$ cat config.mk
export PLATFORM = sky130hd
export DESIGN_NAME = retire_commit
export DESIGN_NICKNAME = d
export VERILOG_FILES = /design/src/rtl/retire_commit_pkg.sv /design/src/rtl/retire_commit_store_fifo.sv /design/src/rtl/retire_commit.sv
export SDC_FILE = /design/constraint.sdc
export NUM_CORES = 1
export LEC_CHECK = 0
export BUFFER_PORTS_ARGS = -buffer_cell sky130_fd_sc_hd__buf_2
export CELL_PAD_IN_SITES_DETAIL_PLACEMENT = 0
export CELL_PAD_IN_SITES_GLOBAL_PLACEMENT = 2
export CORE_MARGIN = 10
export CORE_UTILIZATION = 37
export CTS_BUF_LIST = sky130_fd_sc_hd__clkbuf_8
export DETAILED_ROUTE_END_ITERATION = 12
export PLACE_DENSITY_LB_ADDON = 0.1
export SLEW_MARGIN = 20
export SYNTH_ARGS = -nofsm -noshare
export SYNTH_HDL_FRONTEND = slang
export SYNTH_SLANG_ARGS = --single-unit
$ cat constraint.sdc
create_clock -name clk -period 10.8 [get_ports clk]
set_input_delay 3.24 -clock clk [delete_from_list [all_inputs] [get_ports clk]]
set_output_delay 3.24 -clock clk [all_outputs]
set_load 0.02 [all_outputs]
$ cat src/rtl/retire_commit_pkg.sv
// ============================================================================
// Module : retire_commit_pkg
// Brief  : Shared types for the retire stage: ROB entry, control bits,
//          store-queue entry and free-list return record.
// Rev    : 1.0  initial release
// ============================================================================
`default_nettype none

package retire_commit_pkg;

  localparam int PREG_W = 6;
  localparam int XLEN   = 32;

  typedef struct packed {
    logic       RegWrite;
    logic       MemRead;
    logic       MemWrite;
    logic       MemtoReg;
    logic       Branch;
    logic       ALUSrc;
    logic [1:0] ALUOp;
  } controlStruct;

  typedef struct packed {
    logic              valid;
    logic              complete;
    logic [XLEN-1:0]   pc;
    logic [PREG_W-1:0] rd;
    logic [PREG_W-1:0] rd_old;
    logic [XLEN-1:0]   result;
    logic [XLEN-1:0]   wr_data;
    controlStruct      control;
  } robEntryStruct;

  typedef struct packed {
    logic [XLEN-1:0] addr;
    logic [XLEN-1:0] data;
  } stqEntryStruct;

  typedef struct packed {
    logic              valid;
    logic [PREG_W-1:0] tag;
  } freeStruct;

  // A retiring entry hands back its old mapping only if it really wrote a
  // non-zero architectural destination.
  function automatic logic frees_preg(input robEntryStruct e);
    return e.valid & e.control.RegWrite & (e.rd != '0);
  endfunction

  // Stores are the only entries that reach data memory at retirement.
  function automatic logic pushes_store(input robEntryStruct e);
    return e.valid & e.control.MemWrite;
  endfunction

endpackage

`default_nettype wire

$ cat src/rtl/retire_commit_store_fifo.sv
// ============================================================================
// Module : store_commit_fifo
// Brief  : In-order store commit FIFO with two ordered push ports (a before
//          b), one pop, occupancy outputs and a sticky overflow flag.
// Rev    : 1.0  initial release
// ============================================================================
`default_nettype none

module store_commit_fifo #(
  parameter int DEPTH = 4,
  parameter int WIDTH = 64
) (
  input  logic                       clk,
  input  logic                       reset_n,
  input  logic                       i_push_a_valid,
  input  logic [WIDTH-1:0]           i_push_a_data,
  input  logic                       i_push_b_valid,
  input  logic [WIDTH-1:0]           i_push_b_data,
  input  logic                       i_pop,
  output logic [WIDTH-1:0]           o_head_data,
  output logic [$clog2(DEPTH):0]     o_count,
  output logic [$clog2(DEPTH):0]     o_count_next,
  output logic                       o_overflow
);

  localparam int PTR_W = $clog2(DEPTH);
  localparam int CW    = PTR_W + 1;

  logic [WIDTH-1:0] r_mem [DEPTH];
  logic [PTR_W-1:0] r_head;
  logic [PTR_W-1:0] r_tail;
  logic [CW-1:0]    r_count;
  logic             r_overflow;

  logic             w_pop;
  logic [CW:0]      w_room;
  logic [CW:0]      w_need_b;
  logic             w_acc_a;
  logic             w_acc_b;
  logic             w_drop;
  logic [PTR_W-1:0] w_b_ptr;
  logic [CW-1:0]    w_count_next;

  // Room is computed against the post-pop occupancy so a same-cycle pop frees
  // a slot for an incoming push.
  assign w_pop        = i_pop & (r_count != '0);
  assign w_room       = (CW+1)'(DEPTH) - {1'b0, r_count} + {{CW{1'b0}}, w_pop};
  assign w_need_b     = {{CW{1'b0}}, w_acc_a};
  assign w_acc_a      = i_push_a_valid & (w_room != '0);
  assign w_acc_b      = i_push_b_valid & (w_room > w_need_b);
  assign w_drop       = (i_push_a_valid & ~w_acc_a) | (i_push_b_valid & ~w_acc_b);
  assign w_b_ptr      = w_acc_a ? r_tail + PTR_W'(1) : r_tail;
  assign w_count_next = r_count + CW'(w_acc_a) + CW'(w_acc_b) - CW'(w_pop);

  // Head is read straight from storage; zero when empty so idle outputs are clean.
  assign o_head_data  = (r_count != '0) ? r_mem[r_head] : '0;
  assign o_count      = r_count;
  assign o_count_next = w_count_next;
  assign o_overflow   = r_overflow;

  // Pointer, occupancy and sticky overflow bookkeeping.
  always_ff @(posedge clk) begin
    if (!reset_n) begin
      r_head     <= '0;
      r_tail     <= '0;
      r_count    <= '0;
      r_overflow <= 1'b0;
    end else begin
      r_head     <= r_head + PTR_W'(w_pop);
      r_tail     <= r_tail + PTR_W'(w_acc_a) + PTR_W'(w_acc_b);
      r_count    <= w_count_next;
      r_overflow <= r_overflow | w_drop;
    end
  end

  // Storage writes; slot a lands at the tail, slot b right behind it.
  always_ff @(posedge clk) begin
    if (reset_n) begin
      if (w_acc_a) r_mem[r_tail]  <= i_push_a_data;
      if (w_acc_b) r_mem[w_b_ptr] <= i_push_b_data;
    end
  end

endmodule

`default_nettype wire

$ cat src/rtl/retire_commit.sv
// ============================================================================
// Module : retire_commit
// Brief  : Dual-slot retire stage: frees superseded physical registers,
//          queues retired stores for memory, counts retired instructions and
//          throttles the ROB when the store queue is nearly full.
// Rev    : 1.0  initial release
// ============================================================================
`default_nettype none

module retire_commit
  import retire_commit_pkg::*;
#(
  parameter int STQ_DEPTH = 4,
  parameter int CNT_W     = 32
) (
  input  logic              clk,
  input  logic              reset_n,
  input  robEntryStruct     retire_a,
  input  robEntryStruct     retire_b,
  output logic              free_a_valid,
  output logic [PREG_W-1:0] free_a_tag,
  output logic              free_b_valid,
  output logic [PREG_W-1:0] free_b_tag,
  output logic              mem_wr_valid,
  output logic [XLEN-1:0]   mem_wr_addr,
  output logic [XLEN-1:0]   mem_wr_data,
  input  logic              mem_wr_ready,
  output logic              retire_ready,
  output logic [CNT_W-1:0]  retired_count,
  output logic              stq_overflow
);

  localparam int STQ_CW = $clog2(STQ_DEPTH) + 1;

  stqEntryStruct     w_push_a;
  stqEntryStruct     w_push_b;
  stqEntryStruct     w_head;
  logic [STQ_CW-1:0] w_stq_count;
  logic [STQ_CW-1:0] w_stq_count_next;
  logic              w_unused;

  freeStruct         r_free_a;
  freeStruct         r_free_b;
  logic              r_retire_ready;
  logic [CNT_W-1:0]  r_retired_count;

  assign w_push_a = '{addr: retire_a.result, data: retire_a.wr_data};
  assign w_push_b = '{addr: retire_b.result, data: retire_b.wr_data};

  store_commit_fifo #(
    .DEPTH (STQ_DEPTH),
    .WIDTH ($bits(stqEntryStruct))
  ) u_stq (
    .clk            (clk),
    .reset_n        (reset_n),
    .i_push_a_valid (pushes_store(retire_a)),
    .i_push_a_data  (w_push_a),
    .i_push_b_valid (pushes_store(retire_b)),
    .i_push_b_data  (w_push_b),
    .i_pop          (mem_wr_valid & mem_wr_ready),
    .o_head_data    (w_head),
    .o_count        (w_stq_count),
    .o_count_next   (w_stq_count_next),
    .o_overflow     (stq_overflow)
  );

  assign mem_wr_valid = (w_stq_count != '0);
  assign mem_wr_addr  = w_head.addr;
  assign mem_wr_data  = w_head.data;

  // Fields the retire stage does not consume.
  assign w_unused = &{1'b0, retire_a.pc, retire_b.pc, retire_a.complete, retire_b.complete};

  // Free-list returns: tag only updates when a register is actually freed.
  always_ff @(posedge clk) begin
    if (!reset_n) begin
      r_free_a <= '0;
      r_free_b <= '0;
    end else begin
      r_free_a.valid <= frees_preg(retire_a);
      r_free_b.valid <= frees_preg(retire_b);
      if (frees_preg(retire_a)) r_free_a.tag <= retire_a.rd_old;
      if (frees_preg(retire_b)) r_free_b.tag <= retire_b.rd_old;
    end
  end

  // Retire counter and next-cycle permission; two slots of headroom after pop.
  always_ff @(posedge clk) begin
    if (!reset_n) begin
      r_retired_count <= '0;
      r_retire_ready  <= 1'b1;
    end else begin
      r_retired_count <= r_retired_count + CNT_W'(retire_a.valid) + CNT_W'(retire_b.valid);
      r_retire_ready  <= (w_stq_count_next <= STQ_CW'(STQ_DEPTH - 2));
    end
  end

  assign free_a_valid  = r_free_a.valid;
  assign free_a_tag    = r_free_a.tag;
  assign free_b_valid  = r_free_b.valid;
  assign free_b_tag    = r_free_b.tag;
  assign retire_ready  = r_retire_ready;
  assign retired_count = r_retired_count;

endmodule

`default_nettype wire

Yosys cells after proc, flatten, opt, wreduce, memory -nomap -nowiden:

Memory sizes are Yosys's and may differ from the RTL's. A register that Yosys moved wholly into a read port is not among the register bits.
Cells that the tools add are included.

* flip-flop bits (word level): 55
* input port bits: 239
* output and inout port bits: 113
* logic and storage cells: 53
* memories kept: 1
* memory bits (writable): 256

Memories
* u_stq.r_mem: depth 4, bits a word 64, rd ports 1, clocked after Yosys merged registers in 1, write ports 2, line retire_commit_store_fifo.sv:29 `logic [WIDTH-1:0] r_mem [DEPTH];`

* bitwise gates (word level): 16
* reductions and logical operators: 4
* multiplexer cells: 9
* $add $sub $neg: 11
* $lt $le $gt $ge: 2

Operators by type and width (number)
* $add 32x1->32: 2
* $mux 64: 1
* $and 1x1->1: 12
* $reduce_bool 6->1: 2
* $add 2x1->2: 3
* $add 3x1->3: 2
* $mux 1: 6
* $add 4x1->4: 1
* $gt 4x1->1: 1
* $mux 2: 2
* $reduce_bool 4->1: 1
* $sub 3x3->4 const A: 1
* $le 3x2->1 const B: 1
* $reduce_bool 3->1: 1
* $sub 3x1->3: 1
* $add 2x1->2 const B: 1
* $not 1->1: 2
* $or 1x1->1: 2

Depth between registers and ports, before layout:

* depth after elaboration: 12
* mapped depth: 17

Modules after synthesis:

Synthesis repeated with hierarchy kept, for this count alone.

* cells, all modules: 1007
* area, all modules: 16510.8 µm²

Modules (own cells, without submodules)
* store_commit_fifo: seq. area each 7847.5 µm², times used 1, area an instance 14381.3 µm², cells each 773
* retire_commit: seq. area each 940.9 µm², times used 1, area an instance 2129.5 µm², cells each 234

Least setup slack after synthesis:

No wires, ideal clock.

* kind: input-to-reg
* start: input port mem_wr_ready
* end: memory u_stq.r_mem[1][0] (enable)
* stages: 10
* library setup time: 0.574 ns
* path slack: 0.763 ns
* data arrival time: 9.462 ns
* buffers on the path: 2
* path through: nand2_1 > ha_1 > inv_1 > ha_1 > nor4b_1 > a211oi_2 > o21a_1 > buf_2 > buf_2 > o21ai_0

RTL lines
* start: declaration: line retire_commit.sv:27 `input logic mem_wr_ready,`
* end: declaration: line retire_commit_store_fifo.sv:29

==> flow_summary_export.csv <==
group,metric,value,unit
sta,timing.final.ws_setup,3.89,ns
setup_path,crit_fanout,65,
floorplanning,initial_core_util,0.375,
sta,hold-worst-slack,0.466,ns
min_path,min_path_type,"reg -> reg",
sta,setup_tns,0,ns
grt,grt_max_degree,195,
yosys,yosysWarnings,0,
cts,cts_htree_levels,2,
route,dr.first_iter.drc_count,1177,
yosys,async_flop_share,0,
grt,antenna_found_initial,13,
cts,root_buffer,"clkbuf_8",
cells_and_area,fillers,4514,
cts,insertion_delay,0.65,ns
cells_and_area,fin_nets,1932,
setup_path,path_cells,"buf_2 -> nand2_1 -> ha_1 -> inv_1 -> ha_1 -> or4b_2 -> o211ai_1 -> buf_4 -> o21a_4 -> buf_4 -> o211ai_1",
yosys,synth_top_family_by_area,"compound AO/OA/AOI/OAI gates",
route,dr.pass1.iters,5,
route,wl,65400,um
sta,setup_viol,0,
sta,slew_viol_final,0,
placement,preCtsSetupSlack,3.30,ns
yosys,yosysMostFrequentCell,"o211ai_1",
power_and_ir_drop,power_density,223,nW/um^2
yosys,synth-adder-area-share,0.0106,
floorplanning,die_area,56400,um^2
grt,grt_pass1_wl,97300,um
route,vias_per_cell,6.36,
yosys,ys_types,47,
yosys,yosys.area_share.xor_xnor,0.00601,
yosys,synthesis.nets,1753,
yosys,syn_inst,1501,
cts,cts.sinks,311,
power_and_ir_drop,vdd_drop_max,0.185,mV
yosys,synth-edff-count,256,
yosys,synth_simple_gate_area_frac,0.0804,
sta,fin_crit_sh,0.640,
floorplanning,coreArea,46700,um^2
yosys,yosysTopAreaCell,"edfxtp_1",
yosys,synthFlopType,"edfxtp_1",
cells_and_area,area_growth,15.4,%
grt,first_global_vias,15400,
setup_path,crit_required,11.15,ns
yosys,muxShareOfSynthArea,0.0910,
floorplanning,die_w,237,um
setup_path,critPathTopFamily,"buffers and inverters",
yosys,ys_top_cells_by_count,"o211ai_1, edfxtp_1, clkbuf_1",
power_and_ir_drop,p_leak,6.34,nW
yosys,synth.avg_cell_area,11.7,um^2
setup_path,path_buf_inv,4,
route,postRouteAntennaNets,0,
yosys,synth_compound_area_frac,0.263,
placement,port_buffers,273,
setup_path,slowest_stage,"buf_4",
grt,grt-ovfl-total,0,
sta,worstMarginPinSlew,1.13,ns
route,routedWlPerCell,28.0,um
cts,post_cts_buffers,0,
placement,place.gp.congestion,0.745,
setup_path,critical_path_class,"in -> reg",
cts,numCtsBuffers,55,
power_and_ir_drop,report.power.total,0.00451,W
yosys,yosysSeqAreaShare,0.502,
job,drv_cap,0,
setup_path,max_stage_delay,0.86,ns
floorplanning,placementRows,79,
route,vias,14800,
yosys,ys_ff_latch,311,
yosys,synth_area_leaders,"edfxtp_1, o211ai_1, mux4_2, dfxtp_1, and2_1",
status,outcome,"finished clean",
cells_and_area,drive_above_1_share,0.262,
yosys,synth.cell_area,17500,um^2
setup_path,start_kind,"input port",
cts,clockBufferDepth,3,
sta,fin_crit,6.91,ns
yosys,netlist.area_leader.share,0.439,
grt,grtUsageTotal,0.224,
sta,max_freq,0.145,GHz
setup_path,end_kind,"register",
floorplanning,io-pin-count,352,
route,route.detailed.drc,0,
floorplanning,die_y,237,um
cts,cts.repair.resized,0,
cts,ctsHoldBuffers,0,
sta,clock_skew,0.0238,ns
cts,cts.clk_slew.worst_paths,0.06,ns
cts,cts_tree,"yes",
sta,relSlewSlack,0.248,
placement,hpwl,34500,um
sta,hold_viol,0,
setup_path,arrival,7.26,ns
sta,rsz0062_at_grt,"no",
-- worst reg2reg max path: stages, from the launching register on --
cell and delay (ns):
dfxtp_1 0.36, or3_2 0.50, nand2_1 0.10, ha_1 0.17, inv_1 0.05, ha_1 0.38
or4b_2 0.75, o211ai_1 0.13, buf_4 0.86, o21a_4 0.70, buf_4 0.63, o211ai_1 0.18
-- area by class of cell --
class                      instances  area (um^2)  share of cell area
timing repair buffer             298         1570              0.0779
clock buffer                      57          785              0.0388
clock inverter                    37          145             0.00719
antenna                            8         20.0            0.000991
inverter                          20         75.1             0.00372
sequential                       311         8800               0.436
tap                              607          759              0.0376
multi-input combinational        994         8040               0.398
-- report_power, final --
part           switching [W]  leakage [nW]  internal, W
clock               0.000493         0.536     0.000481
combinational        0.00138          3.07     0.000624
sequential         0.0000581          2.74      0.00147
-- final timing paths --
check	start	to	slack [ns]	depth (start not counted)
setup / recovery	mem_wr_ready	u_stq.r_mem[3][24]	3.89	11
hold / removal	u_stq.o_overflow	u_stq.o_overflow	0.47	2
setup reg to reg	u_stq.o_count[2]	u_stq.r_mem[3][24]	5.71	11
hold reg to reg	u_stq.o_overflow	u_stq.o_overflow	0.47	2
-- per-layer routing --
metal	routed length, um	vias up	global-route usage
met2	31500	708	0.369
met3	5000	146	0.0533
li1	-	6591	-
met5	61	-	0
met1	27100	7382	0.281
met4	1750	10	0.0829
-- cells by family after synthesis --
family / count (synthesis)
AO/OA/AOI/OAI: 639
buffers and inverters: 196
adder cells (fa/ha/maj): 13
XOR/XNOR: 12
AND/OR/NAND/NOR: 251
flip-flops: 311
multiplexers: 79
-- cells in the final DEF (no fill, tap or decap), types with 8 or more instances in the layout --
cell type	n
nand2b_1	9
a21oi_1	17
dfxtp_1	53
mux2i_1	15
diode_2	8
o211ai_1	515
nand2_1	18
and2_1	69
edfxtp_1	256
mux4_2	64
nor2_1	27
or4_1	9
buf_4	23
xnor2_1	8
o21ai_0	70
inv_1	35
clkbuf_8	57
clkinv_1	17
buf_2	273
ha_1	10
nand3_1	76
-- flip-flops by register name (all words and copies together), names as in the netlist --
name	count
u_stq.r_mem	256
free_a_tag	6
u_stq.o_overflow	1
retire_ready	1
u_stq.r_head	2
free_b_valid	1
u_stq.r_tail	2
retired_count	32
free_a_valid	1
free_b_tag	6
u_stq.o_count	3
-- through the flow --
| stage | cells | instance area, um^2 | util |
|---|---|---|---|
| finish | 2332 | 20200 | 0.433 |
| global route | 2328 | 20200 | 0.433 |
| CTS | 2324 | 20200 | 0.432 |
| detailed placement | 2230 | 19200 | 0.412 |
| global placement | 2229 | 19200 | 0.412 |
| floorplan | 1501 | 17500 | - |
No activity file was read; power rests on OpenSTA's default activity.
